==> src/rtl/br_resolve_queue_pkg.sv <==
// Shared sizing, entry type and FSM state for the branch resolution queue.
// Imported by the queue, its commit scanner and its bus interface.
package br_resolve_queue_pkg;

    localparam int SIMBRF   = 2;
    localparam int SIMBRCOM = 2;
    localparam int DEPTH    = 8;
    localparam int TAGW     = $clog2(DEPTH);
    localparam int KW       = $clog2(SIMBRCOM + 1);
    localparam int CW       = TAGW + 1;

    typedef struct packed {
        logic valid;
        logic resolved;
        logic pred;
        logic taken;
    } br_entry_t;

    typedef enum logic {
        RUN        = 1'b0,
        WAIT_FLUSH = 1'b1
    } br_state_e;

    function automatic logic [CW-1:0] lane_count(input logic [SIMBRF-1:0] req);
        logic [CW-1:0] n;
        n = '0;
        for (int i = 0; i < SIMBRF; i++)
            n = n + CW'(req[i]);
        return n;
    endfunction

endpackage

==> src/rtl/br_resolve_queue_if.sv <==
// Fetch/resolve/commit bundle between the front end, the branch unit,
// the resolution queue and pred_cnt.
interface br_resolve_queue_if;
    import br_resolve_queue_pkg::*;

    logic                     flush_;
    logic [SIMBRF-1:0]        alloc_;
    logic [SIMBRF-1:0]        alloc_pred;
    logic [SIMBRF*TAGW-1:0]   alloc_tag;
    logic                     busy;
    logic                     res_;
    logic [TAGW-1:0]          res_tag;
    logic                     res_taken_;
    logic [SIMBRCOM-1:0]      br_commit_;
    logic [SIMBRCOM-1:0]      br_taken_;
    logic [SIMBRCOM-1:0]      br_pred_miss_;
    logic                     miss_pend;

    modport master (
        output flush_, alloc_, alloc_pred, res_, res_tag, res_taken_,
        input  alloc_tag, busy, br_commit_, br_taken_, br_pred_miss_,
               miss_pend
    );

    modport slave (
        input  flush_, alloc_, alloc_pred, res_, res_tag, res_taken_,
        output alloc_tag, busy, br_commit_, br_taken_, br_pred_miss_,
               miss_pend
    );

endinterface

==> src/rtl/br_commit_scan.sv <==
// In-order commit window: counts leading resolved entries from head,
// stopping after the first mispredicted one.
module br_commit_scan
    import br_resolve_queue_pkg::*;
(
    input  logic                     i_en,
    input  br_entry_t [SIMBRCOM-1:0] i_ent,
    output logic [KW-1:0]            o_k,
    output logic [SIMBRCOM-1:0]      o_taken,
    output logic [SIMBRCOM-1:0]      o_miss,
    output logic                     o_hit_miss
);

    logic w_go;

    always_comb begin
        o_k        = '0;
        o_taken    = '0;
        o_miss     = '0;
        o_hit_miss = 1'b0;
        w_go       = i_en;
        for (int i = 0; i < SIMBRCOM; i++) begin
            o_taken[i] = i_ent[i].taken;
            o_miss[i]  = i_ent[i].pred ^ i_ent[i].taken;
            if (w_go && i_ent[i].valid && i_ent[i].resolved) begin
                o_k = o_k + KW'(1);
                if (o_miss[i]) begin
                    o_hit_miss = 1'b1;
                    w_go       = 1'b0;
                end
            end else begin
                w_go = 1'b0;
            end
        end
    end

endmodule

==> src/rtl/br_resolve_queue.sv <==
// In-order branch resolution queue: allocates per fetched branch, takes
// out-of-order resolutions, retires in program order into pred_cnt.
module br_resolve_queue
    import br_resolve_queue_pkg::*;
#(
    parameter bit P_ASSERT = 1'b1
) (
    input  logic              clk,
    input  logic              reset_,
    br_resolve_queue_if.slave bus
);

    br_entry_t [DEPTH-1:0]    r_ent;
    logic [TAGW-1:0]          r_head;
    logic [TAGW-1:0]          r_tail;
    logic [CW-1:0]            r_count;
    br_state_e                r_state;
    logic [SIMBRCOM-1:0]      r_commit_;
    logic [SIMBRCOM-1:0]      r_taken_;
    logic [SIMBRCOM-1:0]      r_miss_;
    logic                     r_miss_pend;

    br_entry_t [SIMBRCOM-1:0] w_scan;
    logic [KW-1:0]            w_k;
    logic [SIMBRCOM-1:0]      w_taken;
    logic [SIMBRCOM-1:0]      w_miss;
    logic                     w_hit_miss;
    logic                     w_busy;
    logic [SIMBRF-1:0]        w_req;
    logic [CW-1:0]            w_nal;

    // Full vs empty is decided by count alone; head==tail is ambiguous.
    assign w_busy = (CW'(DEPTH) - r_count) < CW'(SIMBRF);
    assign w_req  = ~bus.alloc_;
    assign w_nal  = w_busy ? '0 : lane_count(w_req);

    always_comb begin
        for (int i = 0; i < SIMBRCOM; i++)
            w_scan[i] = r_ent[r_head + TAGW'(i)];
    end

    br_commit_scan u_scan (
        .i_en       (r_state == RUN),
        .i_ent      (w_scan),
        .o_k        (w_k),
        .o_taken    (w_taken),
        .o_miss     (w_miss),
        .o_hit_miss (w_hit_miss)
    );

    for (genvar g = 0; g < SIMBRF; g++) begin : g_tag
        assign bus.alloc_tag[g*TAGW +: TAGW] = r_tail + TAGW'(g);
    end

    assign bus.busy          = w_busy;
    assign bus.br_commit_    = r_commit_;
    assign bus.br_taken_     = r_taken_;
    assign bus.br_pred_miss_ = r_miss_;
    assign bus.miss_pend     = r_miss_pend;

    always_ff @(posedge clk or negedge reset_) begin
        if (!reset_) begin
            for (int i = 0; i < DEPTH; i++)
                r_ent[i] <= '0;
            r_head      <= '0;
            r_tail      <= '0;
            r_count     <= '0;
            r_state     <= RUN;
            r_commit_   <= '1;
            r_taken_    <= '1;
            r_miss_     <= '1;
            r_miss_pend <= 1'b0;
        end else if (!bus.flush_) begin
            for (int i = 0; i < DEPTH; i++)
                r_ent[i] <= '0;
            r_head      <= '0;
            r_tail      <= '0;
            r_count     <= '0;
            r_state     <= RUN;
            r_commit_   <= '1;
            r_taken_    <= '1;
            r_miss_     <= '1;
            r_miss_pend <= 1'b0;
        end else begin
            for (int i = 0; i < SIMBRCOM; i++) begin
                if (KW'(i) < w_k)
                    r_ent[r_head + TAGW'(i)].valid <= 1'b0;
                r_commit_[i] <= !(KW'(i) < w_k);
                r_taken_[i]  <= !((KW'(i) < w_k) && w_taken[i]);
                r_miss_[i]   <= !((KW'(i) < w_k) && w_miss[i]);
            end
            // Allocation targets only free slots, so it never hits a live entry.
            for (int i = 0; i < SIMBRF; i++) begin
                if (CW'(i) < w_nal)
                    r_ent[r_tail + TAGW'(i)] <= '{
                        valid: 1'b1, resolved: 1'b0,
                        pred: bus.alloc_pred[i], taken: 1'b0};
            end
            if (!bus.res_ && r_ent[bus.res_tag].valid) begin
                r_ent[bus.res_tag].resolved <= 1'b1;
                r_ent[bus.res_tag].taken    <= !bus.res_taken_;
            end
            r_head  <= r_head + TAGW'(w_k);
            r_tail  <= r_tail + TAGW'(w_nal);
            r_count <= r_count + w_nal - CW'(w_k);
            if (r_state == RUN && w_hit_miss) begin
                r_state     <= WAIT_FLUSH;
                r_miss_pend <= 1'b1;
            end
        end
    end

    if (P_ASSERT) begin : g_chk
        a_busy_alloc: assert property (@(posedge clk) disable iff (!reset_)
            !(bus.flush_ && w_busy && (|w_req)));
        a_contig: assert property (@(posedge clk) disable iff (!reset_)
            ((w_req + SIMBRF'(1)) & w_req) == '0);
    end

endmodule
==> src/flat_wrapper.sv <==
// flat-port wrapper written by rule: the top's interface ports become plain ports
module br_resolve_queue_flat import br_resolve_queue_pkg::*;
#(
    parameter bit P_ASSERT = 1'b1
)
  (clk, reset_, bus_flush_, bus_alloc_, bus_alloc_pred, bus_res_, bus_res_tag, bus_res_taken_, bus_alloc_tag, bus_busy, bus_br_commit_, bus_br_taken_, bus_br_pred_miss_, bus_miss_pend);
  br_resolve_queue_if bus_i ();
  input  logic clk;
  input  logic reset_;
  input wire logic [$bits(bus_i.flush_)-1:0] bus_flush_;
  input wire logic [$bits(bus_i.alloc_)-1:0] bus_alloc_;
  input wire logic [$bits(bus_i.alloc_pred)-1:0] bus_alloc_pred;
  input wire logic [$bits(bus_i.res_)-1:0] bus_res_;
  input wire logic [$bits(bus_i.res_tag)-1:0] bus_res_tag;
  input wire logic [$bits(bus_i.res_taken_)-1:0] bus_res_taken_;
  output wire logic [$bits(bus_i.alloc_tag)-1:0] bus_alloc_tag;
  output wire logic [$bits(bus_i.busy)-1:0] bus_busy;
  output wire logic [$bits(bus_i.br_commit_)-1:0] bus_br_commit_;
  output wire logic [$bits(bus_i.br_taken_)-1:0] bus_br_taken_;
  output wire logic [$bits(bus_i.br_pred_miss_)-1:0] bus_br_pred_miss_;
  output wire logic [$bits(bus_i.miss_pend)-1:0] bus_miss_pend;
  assign bus_i.flush_ = bus_flush_;
  assign bus_i.alloc_ = bus_alloc_;
  assign bus_i.alloc_pred = bus_alloc_pred;
  assign bus_i.res_ = bus_res_;
  assign bus_i.res_tag = bus_res_tag;
  assign bus_i.res_taken_ = bus_res_taken_;
  assign bus_alloc_tag = bus_i.alloc_tag;
  assign bus_busy = bus_i.busy;
  assign bus_br_commit_ = bus_i.br_commit_;
  assign bus_br_taken_ = bus_i.br_taken_;
  assign bus_br_pred_miss_ = bus_i.br_pred_miss_;
  assign bus_miss_pend = bus_i.miss_pend;
  br_resolve_queue #(.P_ASSERT(P_ASSERT)) u_core (.clk(clk), .reset_(reset_), .bus(bus_i));
endmodule
==> config.mk <==
export PLATFORM = sky130hd
export DESIGN_NAME = br_resolve_queue_flat
export DESIGN_NICKNAME = d
export VERILOG_FILES = /design/src/rtl/br_resolve_queue_pkg.sv /design/src/rtl/br_resolve_queue_if.sv /design/src/rtl/br_commit_scan.sv /design/src/rtl/br_resolve_queue.sv /design/src/flat_wrapper.sv
export SDC_FILE = /design/constraint.sdc
export NUM_CORES = 1
export LEC_CHECK = 0
export CORE_MARGIN = 2
export CORE_UTILIZATION = 55
export DETAILED_ROUTE_END_ITERATION = 8
export PLACE_DENSITY = 0.76
export SLEW_MARGIN = 20
export SYNTH_ARGS = -nofsm -noshare
export SYNTH_HDL_FRONTEND = slang
export SYNTH_SLANG_ARGS = --single-unit
==> constraint.sdc <==
create_clock -name clk -period 4.7 [get_ports clk]
set_clock_uncertainty 0.1 [all_clocks]
set_input_delay 0.94 -clock clk [delete_from_list [all_inputs] [get_ports clk]]
set_output_delay 0.94 -clock clk [all_outputs]
set_load 0.05 [all_outputs]
# ---- Yosys cells after proc, flatten, opt, wreduce, memory -nomap -nowiden
# Index checks and enable logic that the tools add are counted.
dict set report totals {
  out_inout_bits 14
  wordCells 142
  in_bits 12
  reg_bits 49
}
dict set report classes {
  n_eq_ne 1
  order_cmp 15
  muxes 51
  n_addsub 9
  bitwise 4
  reduce_logical 23
}
# op n
set ops {}
lappend ops {{32-bit 2-to-1 mux} 10}
lappend ops {{32-bit bitwise mux} 6}
lappend ops {{4-bit demux with 3-bit select} 6}
lappend ops {{4-bit binary-select mux with 3-bit select} 3}
lappend ops {{4-bit 2-to-1 mux} 9}
lappend ops {{3-bit by 4-bit less-than comparator with 1-bit output, second input constant} 5}
lappend ops {{3-bit by 1-bit greater-or-equal comparator with 1-bit output, second input constant} 5}
lappend ops {{1-bit logical AND} 15}
lappend ops {{1-bit 2-to-1 mux} 10}
lappend ops {{3-bit 2-to-1 mux} 3}
lappend ops {{1-bit zero test} 8}
lappend ops {{1-bit by 4-bit less-than comparator with 1-bit output, first input constant} 2}
lappend ops {{2-bit 2-to-1 mux} 4}
lappend ops {{3-bit by 1-bit adder with 3-bit output, second input constant} 2}
lappend ops {{4-bit adder} 1}
lappend ops {{1-bit by 2-bit less-than comparator with 1-bit output, first input constant} 2}
lappend ops {{4-bit by 2-bit less-than comparator with 1-bit output, second input constant} 1}
lappend ops {{4-bit by 2-bit subtractor with 4-bit output} 1}
lappend ops {{4-bit subtractor, first input constant} 1}
lappend ops {{3-bit by 2-bit adder with 3-bit output} 1}
lappend ops {{3-bit adder} 1}
lappend ops {{1-bit by 1-bit adder with 2-bit output} 1}
lappend ops {{2-bit by 1-bit adder with 2-bit output, second input constant} 1}
lappend ops {{2-bit by 1-bit inequality test with 1-bit output, second input constant} 1}
lappend ops {{other kinds (3)} 4}

# ---- Logic depth before layout (Yosys ltp)
# Gate-level depths: netlist (run 1).
dict set report logic_depth {
  word_depth 24
  depth_mapped 14
  mapped_depth_nobuf 13
}

# ---- Cells and area by module
# From an unflattened synthesis (run 1), not the netlist that was laid out.
dict set report unflattened {
  cells_unflattened 339
  hier_area_um2 3298.2
}
# mod seq_area_each_um2 area_per_inst_um2 cells_each instances
set by_module_without_submodules {}
lappend by_module_without_submodules {br_resolve_queue 1233.7 3225.6 328 1}
lappend by_module_without_submodules {br_commit_scan 0.0 72.6 11 1}

# ---- Least setup slack after synthesis (run 1)
# OpenSTA, ideal clock, no wires.
dict set report synth_path {
  kind {register to register}
  from {register u_core.r_head[0]}
  to {register u_core.r_count[3]}
  arrival_time_ns 3.252
  n_path_buf 0
  setup_slack_ns 1.230
  t_required_ns 4.481
  setup_time_ns 0.119
  stages_incl_launch_ff 13
  synth_period_minus_slack_ns 3.470
  cell_sequence {dfrtp_1 > ha_1 > xor2_1 > mux4_2 > and3_1 > ha_1 > fa_1 > inv_1 > ha_1 > a21o_1 > a21oi_1 > xnor2_1 > nor2_1}
}
dict set report synth_via {
  elab_chain_cells 10
  word_cells_on_any_way 17
  classes_between {3 x add/sub; 9 x mux; 1 x bitwise; 4 x reduce/logical}
}
# item line
set synth_rtl {}
lappend synth_rtl {{from (decl)} br_resolve_queue.sv:14} ;# logic [TAGW-1:0] r_head;
lappend synth_rtl {{from (signal assigned)} br_resolve_queue.sv:103} ;# r_head <= r_head + TAGW'(w_k);
lappend synth_rtl {{parallel branches: the longest is 7 deep, another holds 2-bit by 1-bit adder with 2-bit output} n/a}
lappend synth_rtl {{2-bit 2-to-1 mux *} br_commit_scan.sv:25} ;# if (w_go && i_ent[i].valid && i_ent[i].resolved) begin
lappend synth_rtl {{4-bit by 2-bit subtractor with 4-bit output *} br_resolve_queue.sv:105} ;# r_count <= r_count + w_nal - CW'(w_k);
lappend synth_rtl {{4-bit 2-to-1 mux *} br_resolve_queue.sv:73} ;# end else if (!bus.flush_) begin
lappend synth_rtl {{to (signal assigned)} br_resolve_queue.sv:105}
lappend synth_rtl {{to (decl)} br_resolve_queue.sv:16} ;# logic [CW-1:0] r_count;
# Every way passes the cells marked *. The select of a mux whose other input is x is not followed.
# A chain may end at the register's enable or synchronous reset.

# ---- Worst setup path after layout (run 1)
dict set report layout_path {
  from {register u_core.r_head[2]}
  to {register u_core.r_count[3]}
}
# The elaborated chain is that of the path after synthesis.

==> results of run 1 <==
## logic make-up (layout without fill, tap and decap cells)
logic type	after synthesis	after routing	share of synthesized area, %
AOI/OAI and AO/OA	72	72	13.9
DFF	49	49	37.0
muxes	28	28	13.1
adders and majority gates	16	16	6.91
xor gates and xnor gates	11	11	3.12
buffers and inverters	37	59	5.41
and+or+nand+nor	134	134	20.5
## worst max-delay path, cell delays in order, from the launching register on
cell and delay [ns]:
dfrtp_1 0.82, xor2_1 0.38, mux4_2 0.56, and3_1 0.20
ha_1 0.31, fa_1 0.58, inv_1 0.07, ha_1 0.30
a21o_1 0.16, a21oi_1 0.17, xnor2_1 0.13, nor2_1 0.05
## layout make-up
| type | count | area (um^2) |
|---|---|---|
| clock buffer | 6 | 82.6 |
| tap | 75 | 93.8 |
| inverter | 21 | 86.3 |
| fill | 481 | 2150 |
| clock inverter | 2 | 37.5 |
| timing repair buffer | 30 | 283 |
| sequential | 49 | 1230 |
| multi-input combinational | 261 | 1920 |
## path summary, 6_finish.rpt
kind / startpoint / endpoint / cells past startpoint
setup / recovery: u_core.r_head[2] / u_core.r_count[3] / 11
hold / removal: u_core.r_ent[26] / u_core.r_ent[26] / 2
setup reg to reg: u_core.r_head[2] / u_core.r_count[3] / 11
hold reg to reg: u_core.r_ent[26] / u_core.r_ent[26] / 2
max in group asynchronous: reset_ / u_core.r_state / 2
min in group asynchronous: reset_ / u_core.r_tail[0] / 2
## routing by layer
layer | vias to the layer above | global-route usage [%]
met5 | - | 0
met1 | 1385 | 38.3
met3 | 15 | 3.52
met4 | 0 | 7.50
met2 | 148 | 44.3
li1 | 1292 | -
## through the flow
stage               setup WS, ns  utilization (%)  std cells  cell area (um^2)  hold slack [ns]
finish                     0.728             63.5        444              3730            0.464
global route               0.523             63.5        444              3730            0.498
CTS                        0.736             63.5        444              3730            0.462
detailed placement         0.744             61.4        436              3610            0.447
global placement           0.904             61.4        436              3610            0.446
floorplan                   1.23                -        347              3330            0.398
## cell usage in the layout (no fill, tap or decap), types with 4 or more instances in the layout
| cell type | count |
|---|---|
| dfrtp_1 | 43 |
| nand2_1 | 38 |
| nor2_1 | 25 |
| clkdlybuf4s50_1 | 24 |
| a21oi_1 | 21 |
| inv_1 | 19 |
| o21ai_0 | 17 |
| mux4_2 | 12 |
| mux2i_1 | 12 |
| nand3_1 | 12 |
| ha_1 | 12 |
| nor3_1 | 8 |
| nor4_1 | 8 |
| and3_1 | 6 |
| nor3b_1 | 6 |
| and2_1 | 6 |
| clkbuf_8 | 6 |
| dfstp_2 | 6 |
| xor2_1 | 5 |
| xnor2_1 | 5 |
| o22ai_1 | 5 |
| buf_4 | 5 |
| a221oi_1 | 4 |
| nor2b_1 | 4 |
| a211oi_1 | 4 |
| o21a_1 | 4 |
| fa_1 | 4 |
## power by group
part / internal [mW] / leakage [nW] / switching, mW
Clock: 0.173 / 0.0574 / 0.147
Combinational: 0.253 / 0.810 / 0.432
Sequential: 0.475 / 0.654 / 0.0749
Total: 0.901 / 1.52 / 0.654
## sequential cells by signal (all words and copies together) (netlist names)
register and flops:
u_core.bus.br_commit_ 2, u_core.bus.br_pred_miss_ 2, u_core.bus.br_taken_ 2, u_core.r_count 4, u_core.r_ent 32, u_core.r_head 3
u_core.r_state 1, u_core.r_tail 3
==> results.md, run 1 <==
- Layout cells sized above 1: 12.7%
- Overflow after GRT: 0
- Hold_buf cts: 0
- Average cell area after synthesis: 9.60 um^2
- I/O Buffers: 25
- H-tree level count: 2
- WL final: 8170 um
- CP Capture Type: flip-flop
- Maxcap violations: 0
- Area leader, netlist: dfrtp_1
- Vias in the first global route: 2754
- Worst EP arrival: 4.03 ns
- DIE HEIGHT: 81.8 um
- Area growth, synth to finish: 12.1%
- Worst Hold Class: flip-flop to flip-flop
- Critical path class: flip-flop to flip-flop
- Overall Global Routing Usage: 27.2%
- Core area: 5890 um^2
- Sink Count: 49
- # diodes: 0
- First-pass GRT wire length: 13800 um
- Mapped Cells: 347
- Final hold vios: 0
- Vias per inst: 6.40
- Clk_lat worst skew: 0.31 ns
- Uppermost routed layer: met4
- CTS root buffer: clkbuf_8
- Die ar.: 6700 um^2
- Vias: 2840
- Placer Congestion: 0.969
- Routed wl met3: 624 um
- Count leader, synth: dfrtp_1
- Top_reg_cell synth: dfrtp_1
- Commonest cells in the netlist: dfrtp_1, nand2_1, nor2_1
- Largest net degree at the start of global routing: 50
- Final setup fails: 0
- Routed length on met2: 3910 um
- Post-synth EDFFs: 0
- Period Utilization, post-route: 84.5%
- Synth cell types: 55
- Initial Utilization: 56.6%
- Metal1 wirelength: 3470 um
- Fmax achieved: 0.252 GHz
- Total CTS buffers: 5
- DR iter-0 viols: 263
- Startpoint types: flip-flop
- First-pass DRT Iterations: 5
- Rows: 28
- Post-synth ARST share: 100%
- Status: completed
- Nets@finish: 396
- Total power: 1.56 mW
- CTS tree: built
- I/O Pins: 26
- Worst slew pin tran: 1.10 ns
- Tmin final: 3.97 ns
- DR WL/cell: 18.4 um
- Initial antenna violation count: 0
- Setup_tns: 0 ns
- VDD IR max: 274 uV
- Synth top area cells: dfrtp_1, mux4_2, dfstp_2
- ANT nets after route: 0
- Sequential area share after synthesis: 37.0%
- Residual DRC count: 0
- Static Leakage: 1.52 nW
- # Post-CTS Setup Buffers: 0
- Top-area cell type share of the netlist area: 32.3%
- Clock Tree Buf Depth: 2
- Cts repair resizes: 0
- CP required: 4.76 ns
- Chip width: 81.8 um
- P per Cell Area: 416 nW/um^2
- Syn Nets: 375
- Worst rel slew slack: 26.4%
- Mapped Area: 3330 um^2
- Synthesized flop and latch total: 49
- Slew Limit Fails: 0
- YS warnings: 0
- CTS clock-pin slew for the worst setup and hold paths: 0.10 ns
- Flop2flop setup slack: 0.73 ns
- RSZ-0062 raised after global routing: no
- Critical path fanouts, max: 16
- Post-DP HPWL: 6090 um
No activity file was read; power rests on OpenSTA's default activity.
==> inputs of run 2 (changes only) <==
- clock period: 4.7 -> 3.8 ns (I/O delays scaled with it)
==> run 2 against run 1 <==
  * Die area stayed put
  * Global-route usage is 0.085 points lower
  * Power rose by 20%
  * Routed wire length fell by 1.0%
  * Clock power grew 2%
  * Register-to-register slack lost 0.57 ns
  * Maximum frequency is 9.1% higher
  * First-iteration DRC count up 8.4%
  * Flip-flop and latch count did not move
  * Largest cell class unchanged
==> results.md, run 2 (synthesized netlist as in run 1, its figures left out) <==
- Status: completed
- Vias: 2790
- P per Cell Area: 495 nW/um^2
- CP required: 3.87 ns
- Area growth, synth to finish: 13.4%
- Vias per inst: 6.19
- Placed cell area: 3670 um^2
- Tmin final: 3.64 ns
- Residual DRC count: 0
- Delay-heaviest family, CP: adder cells
- DIE HEIGHT: 81.8 um
- Commonest non-fill, non-tap cell in the layout: dfrtp_1
- First-pass GRT wire length: 13700 um
- Maxcap violations: 0
- CTS root buffer: clkbuf_8
- First-pass DRT Iterations: 5
- Placer Congestion: 0.955
- Die ar.: 6700 um^2
- WL final: 8090 um
- Rows: 28
- Fin area: 3780 um^2
- VDD IR max: 435 uV
- CTS clock-pin slew for the worst setup and hold paths: 0.10 ns
- Hold_buf cts: 0
- Flop2flop setup slack: 0.16 ns
- Util after Layout: 64.2%
- # diodes: 0
- CP Buf/Inv Count: 1
- Largest net degree at the start of global routing: 46
- Period Utilization, post-route: 95.8%
- Initial antenna violation count: 0
- CP Capture Type: flip-flop
- Overflow after GRT: 0
- Slowest stage delay, CP: 0.56 ns
- Startpoint types: flip-flop
- H-tree level count: 2
- Critical path fanouts, max: 4
- Setup_tns: 0 ns
- Clk_lat worst skew: 0.31 ns
- Layout cells sized above 1: 14.6%
- CP most frequent cell: ha_1
- Top Registers: u_core.r_ent (32), u_core.r_count (4)
- DR iter-0 viols: 285
- Crit path cell chain: ha_1 > xor2_1 > mux4_2 > and3_1 > ha_1 > fa_1 > inv_1 > ha_1 > a21o_1 > a21oi_1 > xnor2_1 > nor2_1
- Initial Utilization: 56.6%
- Hold slack final: 0.328 ns
- Critical path class: flip-flop to flip-flop
- ANT nets after route: 0
- Cts repair resizes: 0
- Critical Path Start: u_core.r_head[0]
- Worst Hold Class: input port to async pin
- Fmax achieved: 0.275 GHz
- Slowest CP cell: mux4_2
- Most frequent cells in the layout: dfrtp_1, nand2_1, nor2_1, clkdlybuf4s50_1, a21oi_1
- DR WL/cell: 17.9 um
- I/O Pins: 26
- # Post-CTS Setup Buffers: 0
- Clock Tree Buf Depth: 2
- Nets@finish: 403
- Reg with most FFs: u_core.r_ent
- Worst r2r src: u_core.r_head[0]
- Worst rel slew slack: 52.4%
- Worst EP arrival: 3.71 ns
- Chip width: 81.8 um
- Static Leakage: 1.55 nW
- Sink Count: 49
- I/O Buffers: 25
- Core area: 5890 um^2
- RSZ-0062 raised after global routing: no
- Worst slew pin tran: 0.713 ns
- Filler instances: 495
- Overall Global Routing Usage: 27.1%
- Flip-flop count of the largest register after layout: 32
- R2R Path End: u_core.r_count[3]
- Final hold vios: 0
- Vias in the first global route: 2687
- FF-to-FF path depth: 12
- Post-DP HPWL: 6100 um
- Crit path capture: u_core.r_count[3]
- Final setup fails: 0
- CTS tree: built
- Total CTS buffers: 5
- Crit path depth: 12
- Slew Limit Fails: 0
==> run 2: area by class of cell <==
cell class	count	area, um^2	area share (%)
Inverter	21	86.3	2.28
Clock inverter	3	25.0	0.662
Tap cell	75	93.8	2.48
Clock buffer	5	68.8	1.82
Sequential cell	49	1230	32.6
Multi-Input combinational cell	261	1920	50.8
Timing Repair Buffer	37	350	9.27
==> run 2: where the power goes <==
| part | switching [mW] | internal (mW) | leakage, nW |
|---|---|---|---|
| clock | 0.194 | 0.135 | 0.0452 |
| combinational | 0.536 | 0.322 | 0.851 |
| sequential | 0.0961 | 0.587 | 0.654 |
| total | 0.826 | 1.04 | 1.55 |
==> run 2: worst min path at each step <==
stage	to	slack [ns]
floorplan	u_core.r_count[0]	0.36
global placement	u_core.r_ent[26]	0.44
detailed placement	u_core.r_ent[26]	0.45
CTS	u_core.r_ent[26]	0.46
global route	u_core.r_ent[20]	0.37
finish	u_core.r_tail[1]	0.33
==> run 2: layer usage <==
layer / vias up / track usage [%] / wire [um]
li1: 1306 / - / -
met1: 1352 / 40.1 / 3510
met3: 13 / 3.30 / 609
met5: - / 0 / 0
met4: 0 / 7.67 / 131
met2: 119 / 42.0 / 3840
==> run 2: stage by stage <==
| step | std cells | total power [mW] | worst slack (ns) |
|---|---|---|---|
| final | 451 | 1.87 | 0.161 |
| after CTS | 451 | 1.87 | 0.111 |
| after floorplan | 347 | 1.30 | 0.330 |
| after global placement | 443 | 1.51 | 0.214 |
| after detailed placement | 443 | 1.54 | 0.116 |
| after global routing | 451 | 1.99 | 0.00967 |
